--- src/rtl/cv32e40p_cg_ctrl.sv ---
// cv32e40p_cg_ctrl
// -----------------------------------------------------------------------------
// Clock-enable controller for the core's latch-based clock gate. It runs on the
// free-running clock and decides when the gated domain may stop. The gate is
// entered only after an idle-hysteresis window with no busy work. Leaving the
// gate always goes through a fixed-length wake sequence with the clock running.
//
// Parameters:
//   IDLE_CYCLES    consecutive non-busy DRAIN cycles needed before gating (>=1)
//   WAKE_CYCLES    cycles spent in WAKE with the clock enabled before RUN (>=1)
//   CNT_W          width of the saturating gated-cycle counter
//
// Ports:
//   clk_i          free-running (ungated) clock
//   rst_ni         synchronous active-low reset
//   sleep_req_i    level request to gate the clock domain
//   busy_i         gated domain still has outstanding work
//   wake_i         level wake event (interrupt pending, debug request)
//   gated_clr_i    synchronous clear of gated_cycles_o
//   clk_en_o       enable to the clock gate, low only while in SLEEP
//   sleep_ack_o    high while in SLEEP
//   wake_done_o    one-cycle pulse on the first RUN cycle after WAKE
//   gated_cycles_o saturating count of cycles spent in SLEEP
// -----------------------------------------------------------------------------
module cv32e40p_cg_ctrl #(
  parameter int unsigned IDLE_CYCLES = 4,
  parameter int unsigned WAKE_CYCLES = 2,
  parameter int unsigned CNT_W       = 32
) (
  input  logic             clk_i,
  input  logic             rst_ni,
  input  logic             sleep_req_i,
  input  logic             busy_i,
  input  logic             wake_i,
  input  logic             gated_clr_i,
  output logic             clk_en_o,
  output logic             sleep_ack_o,
  output logic             wake_done_o,
  output logic [CNT_W-1:0] gated_cycles_o
);

  // One counter serves both DRAIN and WAKE, so it is sized for the longer one.
  localparam int unsigned CNT_MAX = (IDLE_CYCLES > WAKE_CYCLES) ? IDLE_CYCLES : WAKE_CYCLES;
  localparam int unsigned CW      = (CNT_MAX > 1) ? $clog2(CNT_MAX) : 1;

  localparam logic [CW-1:0] IDLE_LAST = CW'(IDLE_CYCLES - 1);
  localparam logic [CW-1:0] WAKE_LAST = CW'(WAKE_CYCLES - 1);

  typedef enum logic [1:0] {
    RUN   = 2'd0,
    DRAIN = 2'd1,
    SLEEP = 2'd2,
    WAKE  = 2'd3
  } state_e;

  state_e        state_q, state_d;
  logic [CW-1:0] cnt_q, cnt_d;

  // Next-state and shared-counter logic. In DRAIN a wake event or a dropped
  // request aborts back to RUN before the clock ever stops. In DRAIN, busy work
  // restarts the idle window. WAKE ignores every input so it always completes.
  always_comb begin
    state_d = state_q;
    cnt_d   = cnt_q;
    case (state_q)
      RUN: begin
        if (sleep_req_i && !wake_i) begin
          state_d = DRAIN;
          cnt_d   = '0;
        end
      end
      DRAIN: begin
        if (wake_i || !sleep_req_i) begin
          state_d = RUN;
        end else if (busy_i) begin
          cnt_d = '0;
        end else if (cnt_q == IDLE_LAST) begin
          state_d = SLEEP;
        end else begin
          cnt_d = cnt_q + 1'b1;
        end
      end
      SLEEP: begin
        if (wake_i || !sleep_req_i) begin
          state_d = WAKE;
          cnt_d   = '0;
        end
      end
      WAKE: begin
        if (cnt_q == WAKE_LAST) begin
          state_d = RUN;
        end else begin
          cnt_d = cnt_q + 1'b1;
        end
      end
      default: begin
        state_d = RUN;
        cnt_d   = '0;
      end
    endcase
  end

  // State, counter and outputs. The outputs are flops fed from the next state,
  // so clk_en_o changes only at a rising edge and never glitches during the
  // low phase, when the gate latch is transparent. The gated-cycle counter
  // counts cycles spent in SLEEP. A clear takes priority over a same-cycle
  // increment.
  always_ff @(posedge clk_i) begin
    if (!rst_ni) begin
      state_q        <= RUN;
      cnt_q          <= '0;
      clk_en_o       <= 1'b1;
      sleep_ack_o    <= 1'b0;
      wake_done_o    <= 1'b0;
      gated_cycles_o <= '0;
    end else begin
      state_q     <= state_d;
      cnt_q       <= cnt_d;
      clk_en_o    <= (state_d != SLEEP);
      sleep_ack_o <= (state_d == SLEEP);
      wake_done_o <= (state_q == WAKE) && (state_d == RUN);
      if (gated_clr_i) begin
        gated_cycles_o <= '0;
      end else if ((state_q == SLEEP) && (gated_cycles_o != '1)) begin
        gated_cycles_o <= gated_cycles_o + 1'b1;
      end
    end
  end

endmodule

--- config.mk ---
export PLATFORM = sky130hd
export DESIGN_NAME = cv32e40p_cg_ctrl
export DESIGN_NICKNAME = d
export VERILOG_FILES = /design/src/rtl/cv32e40p_cg_ctrl.sv
export SDC_FILE = /design/constraint.sdc
export NUM_CORES = 1
export LEC_CHECK = 0
export BUFFER_PORTS_ARGS = -buffer_cell sky130_fd_sc_hd__buf_2
export CAP_MARGIN = 20
export CORE_MARGIN = 4
export CORE_UTILIZATION = 56
export CTS_BUF_LIST = sky130_fd_sc_hd__clkbuf_4
export CTS_CLUSTER_DIAMETER = 100
export CTS_CLUSTER_SIZE = 8
export DETAILED_ROUTE_END_ITERATION = 6
export GPL_ROUTABILITY_DRIVEN = 0
export GPL_TIMING_DRIVEN = 0
export PLACE_DENSITY = 0.8
export REMOVE_ABC_BUFFERS = 1
export SLEW_MARGIN = 25
export SYNTH_ARGS = -nofsm -noshare
export SYNTH_HDL_FRONTEND = slang
export SYNTH_SLANG_ARGS = --single-unit
--- constraint.sdc ---
create_clock -name clk_i -period 2 [get_ports clk_i]
set_input_delay 0.6 -clock clk_i [delete_from_list [all_inputs] [get_ports clk_i]]
set_output_delay 0.6 -clock clk_i [all_outputs]
set_load 0.03 [all_outputs]
## Word-level counts from Yosys, hierarchy flattened

Index checks and enable logic that the tools add are counted.

- Word-level logic and storage cells: 46
- Input bits: 6
- Register bits: 39

- Bitwise operators: 1
- Reductions and logical operators: 10
- Eq/ne operators: 13
- Multiplexer cells: 14
- Add/sub/neg operators: 2

Operators with widths:

| cell | count |
|---|---|
| 32-bit by 1-bit adder with 32-bit output, second input constant | 1 |
| 32-bit inequality test, second input constant | 1 |
| 2-bit 2-to-1 mux | 12 |
| 2-bit one-hot mux with 4 select lines | 2 |
| 2-bit inequality test, second input constant | 5 |
| 2-bit == test, second input constant | 4 |
| 5-bit AND reduction | 1 |
| 2-bit by 1-bit == test with 1-bit output, second input constant | 2 |
| 2-bit zero test | 2 |
| 1-bit logical AND | 3 |
| 3-bit inequality test, second input constant | 1 |
| 2-bit by 1-bit adder with 2-bit output, second input constant | 1 |
| 1-bit zero test | 2 |
| 2-bit OR reduction | 1 |
| 1-bit logical OR | 1 |
| 1-bit NOT | 1 |

## Depth between registers and ports, before layout

- Word-level depth: 7
- Depth in mapped cells: 7
- Depth with buffers taken out: 7

## Worst setup path before layout

OpenSTA, ideal clock, no wires.

- Path kind: flip-flop to flip-flop
- Start point: register gated_cycles_o[0]
- End point: register gated_cycles_o[26]
- Cell stages (with the launch flop): 7
- Arrival time: 2.002 ns
- Data required time: 1.941 ns
- Library setup time: 0.059 ns
- Slack: -0.061 ns
- Buffers on the path: 0
- Path through: dfxtp_1 ha_1 nand4_2 nor3_1 nand4_1 or4_1 nand2_1

- Word-level cells in the longest chain between the ends: 2
- Elaborated cells on any way between the ends: 3

RTL lines:

| element | line | source |
|---|---|---|
| start, declared | 39 | `output logic [CNT_W-1:0] gated_cycles_o` |
| start signal, assigned | 125 | `gated_cycles_o <= gated_cycles_o + 1'b1;` |
| parallel branches: the longest is 2 deep, another holds 32-bit by 1-bit adder with 32-bit output | -- |  |

Parallel ways; which one is timed is not known.
A chain may end at the register's enable or synchronous reset.

## Final worst setup path

- Start point: register gated_cycles_o[0]
- End point: register gated_cycles_o[30]

Same word-level chain as after synthesis.

==> summary.txt <==
Timing
  • Period utilization: 0.9411
  • Clock Skew: 0.01246 ns
  • WHS: 0.5177 ns
  • Max Transition Viols Final: 0
  • RSZ-0062 raised after global routing: true
  • Final min period: between 1.5 and 2 ns
  • Final Hold Fails: 0
  • Worst slew pin tran: 0.7672 ns
  • Highest clock rate: 531.3 MHz
  • Setup violations, final: 0
  • Slew headroom: 0.4886

Clocking
  • Clock slew at reported path FFs: ~0.12 ns
  • CTS tree: yes
  • Cts hold-fix bufs: 0
  • CTS Root Buffer Type: clkbuf_4
  • Clock latency on the worst-skew pair: roughly 0.35 ns
  • Num CTS Buffers: 5
  • CTS max path bufs: 2
  • H-tree depth: 2
  • Clock Sinks: 39

Logic synthesis
  • Simple-gate share of the synthesized area: 0.3304
  • Synth cell count leaders: dfxtp_1 (39), nand2_1 (27), nor2_1 (22)
  • Synth cell types: 42
  • Yosys top cell by area: dfxtp_1
  • Most common cell in the netlist: dfxtp_1
  • Mux share of post-synthesis cell area: 0.03015
  • Netlist Area Pre-Place: roughly 2000 um2
  • Post-synth top area share: 0.3920
  • Predominant post-synthesis flop cell: dfxtp_1
  • Synth warn: 0
  • Post-synth EDFFs: 0
  • Post-Synth XOR/XNOR Area: 0.05276
  • Post-synth ARST share: 0
  • Cells after synthesis: about 240
  • Main combinational cell family by area after synthesis: simple AND/OR/NAND/NOR gates
  • Area contributors post-synth: dfxtp_1 (39%), nand2_1 (5.1%), xnor2_1 (4.8%)
  • Mean Syn Cell Area: around 8.4 um2
  • Synthesized flop and latch total: 39
  • Adder-cell share of the synthesized area: 0.01884
  • Seq/Total Area, Yosys: 0.3920
  • Post-synthesis compound-gate area fraction: 0.1508

Power
  • Power Density: a little over 500 nW/um2
  • Static Leak: between 0.9 and 1 nW
  • Max VDD drop: between 400 and 500 uV

Detailed routing
  • Antenna-violating nets left: 0
  • WL final: 4.522 mm
  • Via count: 1906
  • Post-DR wirelength/cell: about 14 um
  • Post-route DRC: 0
  • Vias/cell: ~5.8
  • Initial DRC count: ~120
  • TritonRoute pass-1 iters: 4

Worst setup path
  • Worst setup EP type: register
  • Required @ worst endpoint: 2.27 ns
  • Worst R2R Setup Slack: 0.12 ns
  • FF-to-FF Start: gated_cycles_o[0]
  • CP max FO: 7
  • Kind of critical path: reg -> reg
  • Crit start category: register
  • FF-to-FF End: gated_cycles_o[30]
  • FF-to-FF path depth: 6
  • Arrival time at the worst endpoint: between 2 and 2.5 ns

Min path
  • Hold WC Path Type: reg -> reg
  • Worst hold start: gated_cycles_o[31]
  • Hold Path End: gated_cycles_o[31]
  • Hold depth: 2

Global route
  • Initial antenna violation count: 0
  • Vias in the first global route: between 1500 and 2000
  • Congestion Overflow GR: 0
  • GRT Total Usage: 0.2035
  • First-pass GRT wire length: a little over 7 mm
  • Largest net degree at the start of global routing: 29

Floorplan
  • Die Wd: between 60 and 70 um
  • Die height: between 60 and 70 um
  • Row cnt: 21
  • IO Pins: about 40
  • Die area: roughly 4600 um2
  • Core Area: ~3400 um2
  • Initial Utilization: 0.5877

Final layout
  • Area growth syn-to-layout: 21.11%
  • Nets: between 200 and 300
  • Share of cells above drive strength 1: 0.2782
  • Fill count: about 290
  • Final core utilization: 0.7117
  • Non-Filler Instances: 330
  • N_diodes: 0

Place
  • Dpl cells: roughly 320
  • Placed wire-length estimate: between 3 and 4 mm
  • Input/output buffers: 40

Outcome
  • Status: finished, final reports clean

Flow run
  • Max Cap Viol: 0
==> stage by stage <==
step	setup WS (ns)	power, mW	setup TNS, ns	instance area, um2
final	0.1178	1.228	0	2412
after global routing	-0.03321	1.271	-0.1061	2412
after CTS	0.008506	1.239	0	2315
after detailed placement	-0.2189	0.8273	-0.7472	2218
after global placement	-0.2003	0.8266	-0.5506	2218
after floorplan	-0.06287	0.8146	-0.1743	1961
==> worst max-delay path, stage by stage (launching register included) <==
cell	delay, ns
dfxtp_2	0.41
ha_4	0.19
nand4_4	0.20
nor3_4	0.24
nand4_1	0.25
or3_1	0.37
a21oi_1	0.15
==> repair_timing <==
item / 4_1_cts / 5_1_grt
setup buffers: 1 / 5
pin swaps: 1 / 6
setup endpoints to repair: 15 / 24
gates resized for setup: 6 / 16
==> routing by layer <==
metal / global-route usage / vias to the layer above / part of all wire
li1: - / 957 / -
met1: 0.2816 / 880 / 0.46
met2: 0.3098 / 61 / 0.46
met3: 0.04659 / 8 / 0.061
met4: 0.06835 / 0 / 0.014
met5: 0 / - / 0
==> flip-flops by register name, indices dropped and copies added (netlist names) <==
signal,count
gated_cycles_o,32
cnt_q,2
state_q,2
clk_en_o,1
sleep_ack_o,1
wake_done_o,1
==> placed cells by master (no fill, tap or decap), drive strengths merged, types with 2 or more instances in the layout <==
| cell type | netlist | final |
|---|---|---|
| a211oi | 5 | 5 |
| a21oi | 16 | 16 |
| and2 | 3 | 3 |
| and3 | 2 | 2 |
| and4 | 8 | 8 |
| buf | 3 | 46 |
| clkbuf | 4 | 7 |
| dfxtp | 39 | 39 |
| ha | 3 | 3 |
| inv | 5 | 5 |
| mux2i | 6 | 6 |
| nand2 | 27 | 27 |
| nand2b | 7 | 7 |
| nand3 | 13 | 13 |
| nand4 | 9 | 9 |
| nor2 | 23 | 23 |
| nor2b | 6 | 6 |
| nor3 | 3 | 3 |
| nor4 | 4 | 4 |
| o2111ai | 3 | 3 |
| o211ai | 2 | 2 |
| o21ai | 12 | 12 |
| o31ai | 3 | 3 |
| or3 | 10 | 10 |
| or4 | 2 | 2 |
| xnor2 | 11 | 11 |
==> worst max path at each step <==
stage	from	endpoint	cells past startpoint
floorplan	gated_cycles_o[0]	gated_cycles_o[26]	6
global placement	gated_clr_i	gated_cycles_o[26]	4
detailed placement	gated_clr_i	gated_cycles_o[26]	4
CTS	gated_cycles_o[1]	gated_cycles_o[18]	6
global route	gated_cycles_o[10]	gated_cycles_o[11]	5
finish	gated_cycles_o[0]	gated_cycles_o[30]	6
==> power breakdown <==
group / internal (mW) / total [mW] / switching, mW / leakage, nW
Clock: 0.164 / 0.419 / 0.254 / 0.0361
Sequential: 0.777 / 0.778 / 0.00125 / 0.318
Combinational: 0.0106 / 0.0312 / 0.0206 / 0.600
==> cells by family (layout without fill, tap and decap cells) <==
group	after synthesis	count (layout)
muxes	6	6
and+or+nand+nor	118	118
adders and majority gates	3	3
AOI/OAI and AO/OA	47	47
xor gates and xnor gates	12	12
buffers and inverters	12	59
DFF	39	39
==> area by class of cell <==
cell class	instances	area, um2	share of cell area
inverter	5	18.77	0.007780
timing repair buffer	46	245.2	0.1017
tap	46	57.56	0.02386
clock buffer	7	52.55	0.02178
sequential	39	789.5	0.3273
clock inverter	1	5.005	0.002075
multi-input combinational	186	1244	0.5156
Power figures use the tool's default switching activity.
